File: src/rtl/bcd_serial_converter.sv
// Serial double-dabble converter: 8-bit binary to three BCD digits, one shift per cycle.
// Fixed 9-cycle trigger-to-done latency; triggers arriving while busy are dropped.
module bcd_serial_converter (
    input  logic       clk,
    input  logic       reset,
    input  logic       start,
    input  logic       auto_en,
    input  logic [7:0] bin_in,
    output logic       busy,
    output logic       done,
    output logic [3:0] hundreds,
    output logic [3:0] tens,
    output logic [3:0] ones
);

    typedef enum logic [1:0] {
        IDLE  = 2'd0,
        SHIFT = 2'd1,
        DONE  = 2'd2
    } state_t;

    state_t      state;
    state_t      state_nxt;
    logic [19:0] work;
    logic [19:0] work_nxt;
    logic [19:0] work_adj;
    logic [2:0]  count;
    logic [2:0]  count_nxt;
    logic [7:0]  last_bin;
    logic [7:0]  last_bin_nxt;
    logic        done_nxt;
    logic [3:0]  hundreds_nxt;
    logic [3:0]  tens_nxt;
    logic [3:0]  ones_nxt;
    logic        trigger;

    assign busy    = (state != IDLE);
    assign trigger = start | (auto_en & (bin_in != last_bin));

    // Add-3 correction on the BCD columns before each shift.
    always_comb begin
        work_adj = work;
        if (work[11:8] >= 4'd5)
            work_adj[11:8] = work[11:8] + 4'd3;
        if (work[15:12] >= 4'd5)
            work_adj[15:12] = work[15:12] + 4'd3;
        if (work[19:16] >= 4'd5)
            work_adj[19:16] = work[19:16] + 4'd3;
    end

    always_comb begin
        state_nxt    = state;
        work_nxt     = work;
        count_nxt    = count;
        last_bin_nxt = last_bin;
        done_nxt     = 1'b0;
        hundreds_nxt = hundreds;
        tens_nxt     = tens;
        ones_nxt     = ones;
        case (state)
            IDLE: begin
                if (trigger) begin
                    work_nxt     = {12'd0, bin_in};
                    last_bin_nxt = bin_in;
                    count_nxt    = 3'd0;
                    state_nxt    = SHIFT;
                end
            end
            SHIFT: begin
                work_nxt  = {work_adj[18:0], 1'b0};
                count_nxt = count + 3'd1;
                if (count == 3'd7)
                    state_nxt = DONE;
            end
            DONE: begin
                hundreds_nxt = work[19:16];
                tens_nxt     = work[15:12];
                ones_nxt     = work[11:8];
                done_nxt     = 1'b1;
                state_nxt    = IDLE;
            end
            default: state_nxt = IDLE;
        endcase
    end

    always_ff @(posedge clk or posedge reset) begin
        if (reset) begin
            state    <= IDLE;
            work     <= 20'd0;
            count    <= 3'd0;
            last_bin <= 8'd0;
            done     <= 1'b0;
            hundreds <= 4'd0;
            tens     <= 4'd0;
            ones     <= 4'd0;
        end else begin
            state    <= state_nxt;
            work     <= work_nxt;
            count    <= count_nxt;
            last_bin <= last_bin_nxt;
            done     <= done_nxt;
            hundreds <= hundreds_nxt;
            tens     <= tens_nxt;
            ones     <= ones_nxt;
        end
    end

endmodule

File: config.mk
export PLATFORM = sky130hd
export DESIGN_NAME = bcd_serial_converter
export DESIGN_NICKNAME = d
export VERILOG_FILES = /design/src/rtl/bcd_serial_converter.sv
export SDC_FILE = /design/constraint.sdc
export NUM_CORES = 1
export LEC_CHECK = 0
export BUFFER_PORTS_ARGS = -buffer_cell sky130_fd_sc_hd__buf_2
export CORE_MARGIN = 8
export CORE_UTILIZATION = 38
export DETAILED_ROUTE_END_ITERATION = 8
export GPL_TIMING_DRIVEN = 0
export SYNTH_ARGS = -nofsm -noshare
export SYNTH_HDL_FRONTEND = slang
export SYNTH_SLANG_ARGS = --single-unit
export TNS_END_PERCENT = 100
File: constraint.sdc
create_clock -name clk -period 2.8 [get_ports clk]
set_input_delay 0.56 -clock clk [delete_from_list [all_inputs] [get_ports clk]]
set_output_delay 0.56 -clock clk [all_outputs]
set_load 0.05 [all_outputs]
* Word level (Yosys, flattened, before mapping)
Cells that the tools add are included.
Operators by class: bitwise logic cells 2, order comparisons 3, add/subtract/negate cells 4, reduce and logical (&&, ||, !) cells 6, eq/ne operators 6, multiplexer cells 11
Operators with widths (count):
- 20-bit case mux with 2 select lines | 1
- 20-bit 2-to-1 mux | 1
- 4-bit by 3-bit >= comparator with 1-bit output (second input constant) | 3
- 4-bit by 2-bit adder with 4-bit output (second input constant) | 2
- 4-bit 2-to-1 mux | 2
- 8-bit != test | 1
- 3-bit 2-to-1 mux | 2
- 3-bit case mux with 2 select lines | 1
- 2-bit AND reduction | 3
- 2-bit 2-to-1 mux | 2
- 2-bit != test (second input constant) | 2
- 2-bit case mux with 2 select lines | 1
- 2-bit nonzero test | 2
- 3-bit by 1-bit adder with 3-bit output (second input constant) | 1
- 3-bit by 2-bit adder with 3-bit output (second input constant) | 1
- 3-bit equality test (second input constant) | 1
- 2-bit by 1-bit equality test with 1-bit output (second input constant) | 1
- 2-bit equality test (second input constant) | 1
- 2-bit logical NOT | 1
- 1-bit AND | 1
- 1-bit 2-to-1 mux | 1
- 1-bit OR | 1
Word-level totals: input port bits 12, output and inout port bits 14, word-level logic and storage cells 40, register bits 46

* Longest topological paths before layout
depth after elaboration 5, gate-level depth with buffers 7, gate-level depth less buffers 7

* Worst setup path before layout
OpenSTA, ideal clock, no wires.
path kind in2reg, from input bin_in[1], to register last_bin[0], buffers on the path 2, library setup time 0.125 ns, data arrival time 1.694 ns, data required time 2.675 ns, slack 0.980 ns, stages on the path 7, cell sequence xnor2_1 nand4_1 o211ai_2 and2_4 buf_6 buf_8 mux2_4
Between the ends: cells in the longest elaborated chain, start to end 4
Ends and longest elaborated chain:
- start, declared | RTL line 8 | input logic [7:0] bin_in,
- 8-bit != test | RTL line 38 | assign trigger = start | (auto_en & (bin_in != last_bin));
- 1-bit AND | RTL line 38
- 1-bit OR | RTL line 38
- 2-bit AND reduction (no line)
- end signal, assigned | RTL line 100 | last_bin <= last_bin_nxt;
- end, declared | RTL line 29 | logic [7:0] last_bin;
Every way passes these cells. A chain may end at the register's enable or synchronous reset.

* Worst setup path after layout
from input bin_in[1], to register last_bin[1]
Between the ends: cells in the longest elaborated chain, start to end 4
Ends and longest elaborated chain (RTL line):
- 8-bit != test | 38
- 1-bit AND | 38
- 1-bit OR | 38
- 2-bit AND reduction (no line)
Several ways; a longest one is shown, not always the timed one.

==> metrics <==
run status=finished, final reports clean; sequential share of the synthesized area=53.4%; CP Capture Type=flip-flop; source-to-sink clock delay at the later pin of the worst-skew pair=0.30 ns; sum of overflow across all layers after global routing=0; detailed-route wire length per cell=14.1 um; Synth Area in Simple Gates=11.0%; number of unique standard cell types used by synthesis=31; Post-Synthesis Net Count=216; number of global-route vias before repair=1584; share of post-route cells with drive strength above 1=25.7%; number of setup violations in the final report=0; fraction of power spent switching nets=41.8%; EDFF count, synth=0; Die Area=8340 um2; post-detailed-placement half-perimeter wirelength=3.13 mm; largest net degree at the start of global routing=33; ratio of final minimum period to clock period=65.0%; Startpoint Class=input port; maximum buffer depth of the clock tree=2; count of antenna diodes in the layout=0; combinational group share of total power=47.7%; initial core utilization=39.2%; drt first pass iters=4; synthesized instance count=196; most repeated cell in the gate-level netlist after synthesis=sky130_fd_sc_hd__dfrtp_1; portion of synthesized cell area occupied by the leading cell type=53.4%; # fillers=538; Synth-to-Final Area Change=15.3%; least setup slack across all paths after layout=0.980 ns; total number of yosys warnings=0; source of the worst register-to-register timing path=last_bin[1]; maximum fanout encountered on the critical timing path=10; slew at the pin with the worst max-slew slack=0.503 ns; unrepaired setup endpoints after global routing=no; mux contribution to synthesized area=7.25%; Clock H-tree levels=2; Post-synth top cells=sky130_fd_sc_hd__dfrtp_1, sky130_fd_sc_hd__nand2_1, sky130_fd_sc_hd__o21ai_0; cell taking the most area after synthesis=sky130_fd_sc_hd__dfrtp_1; number of placed I/O pins=26; Placer Congestion=0.782; number of max-cap violations=0; largest cells by area after synthesis=sky130_fd_sc_hd__dfrtp_1, sky130_fd_sc_hd__xnor2_1, sky130_fd_sc_hd__mux2_2; post-cts repair resize count=0; VDD IR max=0.000430 V; share of flip-flops with an asynchronous set or reset after synthesis=100%; worst-case setup slack after placement=0.620 ns; Buffers on Ports=25; number of hold-slack violations in the final timing report=0; adder and majority cell fraction of the synthesized area=4.64%; XOR/XNOR Fraction of Synth Area=4.87%; Critical Setup Path Class=in -> reg; dominant combinational cell family by area after synthesis=compound AO/OA/AOI/OAI gates; Fin Clk Skew=0.00841 ns; DIE HEIGHT=91.3 um; Reg power frac=38.2%; area inside the core boundary=5510 um2; FP Rows=27; Placement Cell Area=2390 um2; cell internal power dissipation=1750 uW; clock transition time at the flip-flop clock pins of the worst setup and hold paths=0.09 ns; number of nets with antenna violations after routing=0; fin. max-slew vios=0; data required time at the worst endpoint=2.98 ns; final non-filler cell area=2490 um2; total number of clock tree sinks=46; #FFs+latches synth=46; clock network fraction of total power=14.1%; primary flip-flop cell chosen by synthesis mapping=sky130_fd_sc_hd__dfrtp_1; number of CTS-inserted buffers=5; detailed-route DRC error count=0; hold buffers post-CTS=0; Pwr per Cell Area=1210 nW/um2; startpoint of the most critical setup path=bin_in[1]; CTS tree=yes; number of antenna violations at the first check in global routing=0; Peak Freq=549 MHz; switching power of the nets=1260 uW; Final TNS setup=0 ns; initial drt markers=140; GRT Total Usage=11.3%; post-CTS setup repair buffer count=0; total length of routed wires=4.27 mm; Die Span X=91.3 um; worst endpoint data arrival time=2.00 ns; path class of the lowest-slack min-delay path=in -> async; area fraction in compound gates after synthesis=14.1%; DR vias/cell=4.89; Slew HR=66.5%; Root Driver=sky130_fd_sc_hd__clkbuf_8; count of nets after finishing=249; netlist area before placement=2160 um2; time the final worst path needs with I/O delays and setup=1.82 ns; average cell area after synthesis=11.0 um2; DR vias=1477; wire length of the first global-routing pass=7.59 mm; reported leakage power=0.00116 uW
## cell usage in the layout, fill, tap and decap left out
master / n
sky130_fd_sc_hd__a21oi_1: 6
sky130_fd_sc_hd__a22oi_1: 1
sky130_fd_sc_hd__a31oi_1: 3
sky130_fd_sc_hd__and2_1: 1
sky130_fd_sc_hd__and2_4: 1
sky130_fd_sc_hd__buf_1: 1
sky130_fd_sc_hd__buf_12: 1
sky130_fd_sc_hd__buf_2: 26
sky130_fd_sc_hd__buf_6: 1
sky130_fd_sc_hd__buf_8: 1
sky130_fd_sc_hd__clkbuf_1: 5
sky130_fd_sc_hd__clkbuf_8: 6
sky130_fd_sc_hd__clkinv_2: 1
sky130_fd_sc_hd__clkinvlp_4: 1
sky130_fd_sc_hd__dfrtp_1: 46
sky130_fd_sc_hd__ha_1: 8
sky130_fd_sc_hd__inv_1: 12
sky130_fd_sc_hd__inv_2: 1
sky130_fd_sc_hd__mux2_2: 9
sky130_fd_sc_hd__mux2_4: 3
sky130_fd_sc_hd__mux2i_1: 1
sky130_fd_sc_hd__nand2_1: 27
sky130_fd_sc_hd__nand2b_1: 11
sky130_fd_sc_hd__nand4_1: 2
sky130_fd_sc_hd__nor2_1: 4
sky130_fd_sc_hd__nor2b_1: 1
sky130_fd_sc_hd__nor4_1: 3
sky130_fd_sc_hd__o211ai_2: 1
sky130_fd_sc_hd__o21ai_0: 16
sky130_fd_sc_hd__o21bai_1: 1
sky130_fd_sc_hd__o221a_2: 7
sky130_fd_sc_hd__o22ai_1: 7
sky130_fd_sc_hd__o2bb2ai_1: 1
sky130_fd_sc_hd__o31ai_1: 1
sky130_fd_sc_hd__o32ai_1: 1
sky130_fd_sc_hd__xnor2_1: 12
## path summary, 6_finish.rpt
| path | slack, ns | end | cells past startpoint |
|---|---|---|---|
| max in group asynchronous | 2.11 | work[0] | 3 |
| min reg2reg | 0.48 | tens[3] | 2 |
| min in group clk | 0.48 | tens[3] | 2 |
| min | 0.21 | ones[0] | 2 |
| max | 0.98 | last_bin[1] | 8 |
| max reg2reg | 0.99 | last_bin[1] | 7 |
## kinds of logic after synthesis
kind of cell,Yosys count
AND/OR/NAND/NOR,50
flip-flops,46
AO/OA/AOI/OAI,45
buffers and inverters,22
multiplexers,13
XOR/XNOR,12
adder cells (fa/ha/maj),8
## area by class of cell
type / count / area [um2] / share of cell area [%]
tap: 72 / 90.1 / 3.62
clock buffer: 6 / 82.6 / 3.32
inverter: 13 / 48.8 / 1.96
timing repair buffer: 26 / 145 / 5.83
multi-input combinational: 128 / 903 / 36.3
sequential: 46 / 1150 / 46.3
clock inverter: 2 / 12.5 / 0.503
buffer: 9 / 53.8 / 2.16
## per-stage QoR
stage                     util, %  hold slack, ns  total power, uW  cells
final                        45.2           0.213             3000    302
after global routing         45.2           0.229             3260    302
after CTS                    45.2           0.214             3050    302
after detailed placement     43.4           0.465             2610    294
after global placement       43.1           0.459             2570    293
after floorplan                 -           0.449             2280    196
## state kept, by name, summed over array words and instances, names as in the netlist
name and count:
count 3, tens 4, state 2, done 1, ones 4, hundreds 4, last_bin 8, work 20
## power by group through the flow
stage | combinational (uW) | sequential [uW] | clock, uW
floorplan | 917 | 1360 | 0
global placement | 1420 | 1150 | 0
detailed placement | 1450 | 1160 | 0
CTS | 1460 | 1150 | 439
global route | 1600 | 1190 | 463
finish | 1430 | 1150 | 423
## per-layer routing
layer | part of all wire [%] | track usage (%)
met1 | 48 | 14.2
met2 | 47 | 17.7
met3 | 3.4 | 3.21
met4 | 1.6 | 4.91
met5 | 0 | 0
## worst max-delay path, cell delays in order
cell                       delay, ns
sky130_fd_sc_hd__buf_2          0.12
sky130_fd_sc_hd__xnor2_1        0.19
sky130_fd_sc_hd__nand4_1        0.13
sky130_fd_sc_hd__o211ai_2       0.25
sky130_fd_sc_hd__and2_4         0.18
sky130_fd_sc_hd__buf_6          0.12
sky130_fd_sc_hd__buf_8          0.14
sky130_fd_sc_hd__mux2_4         0.30
Note: power is estimated with default switching activity, not from simulation.
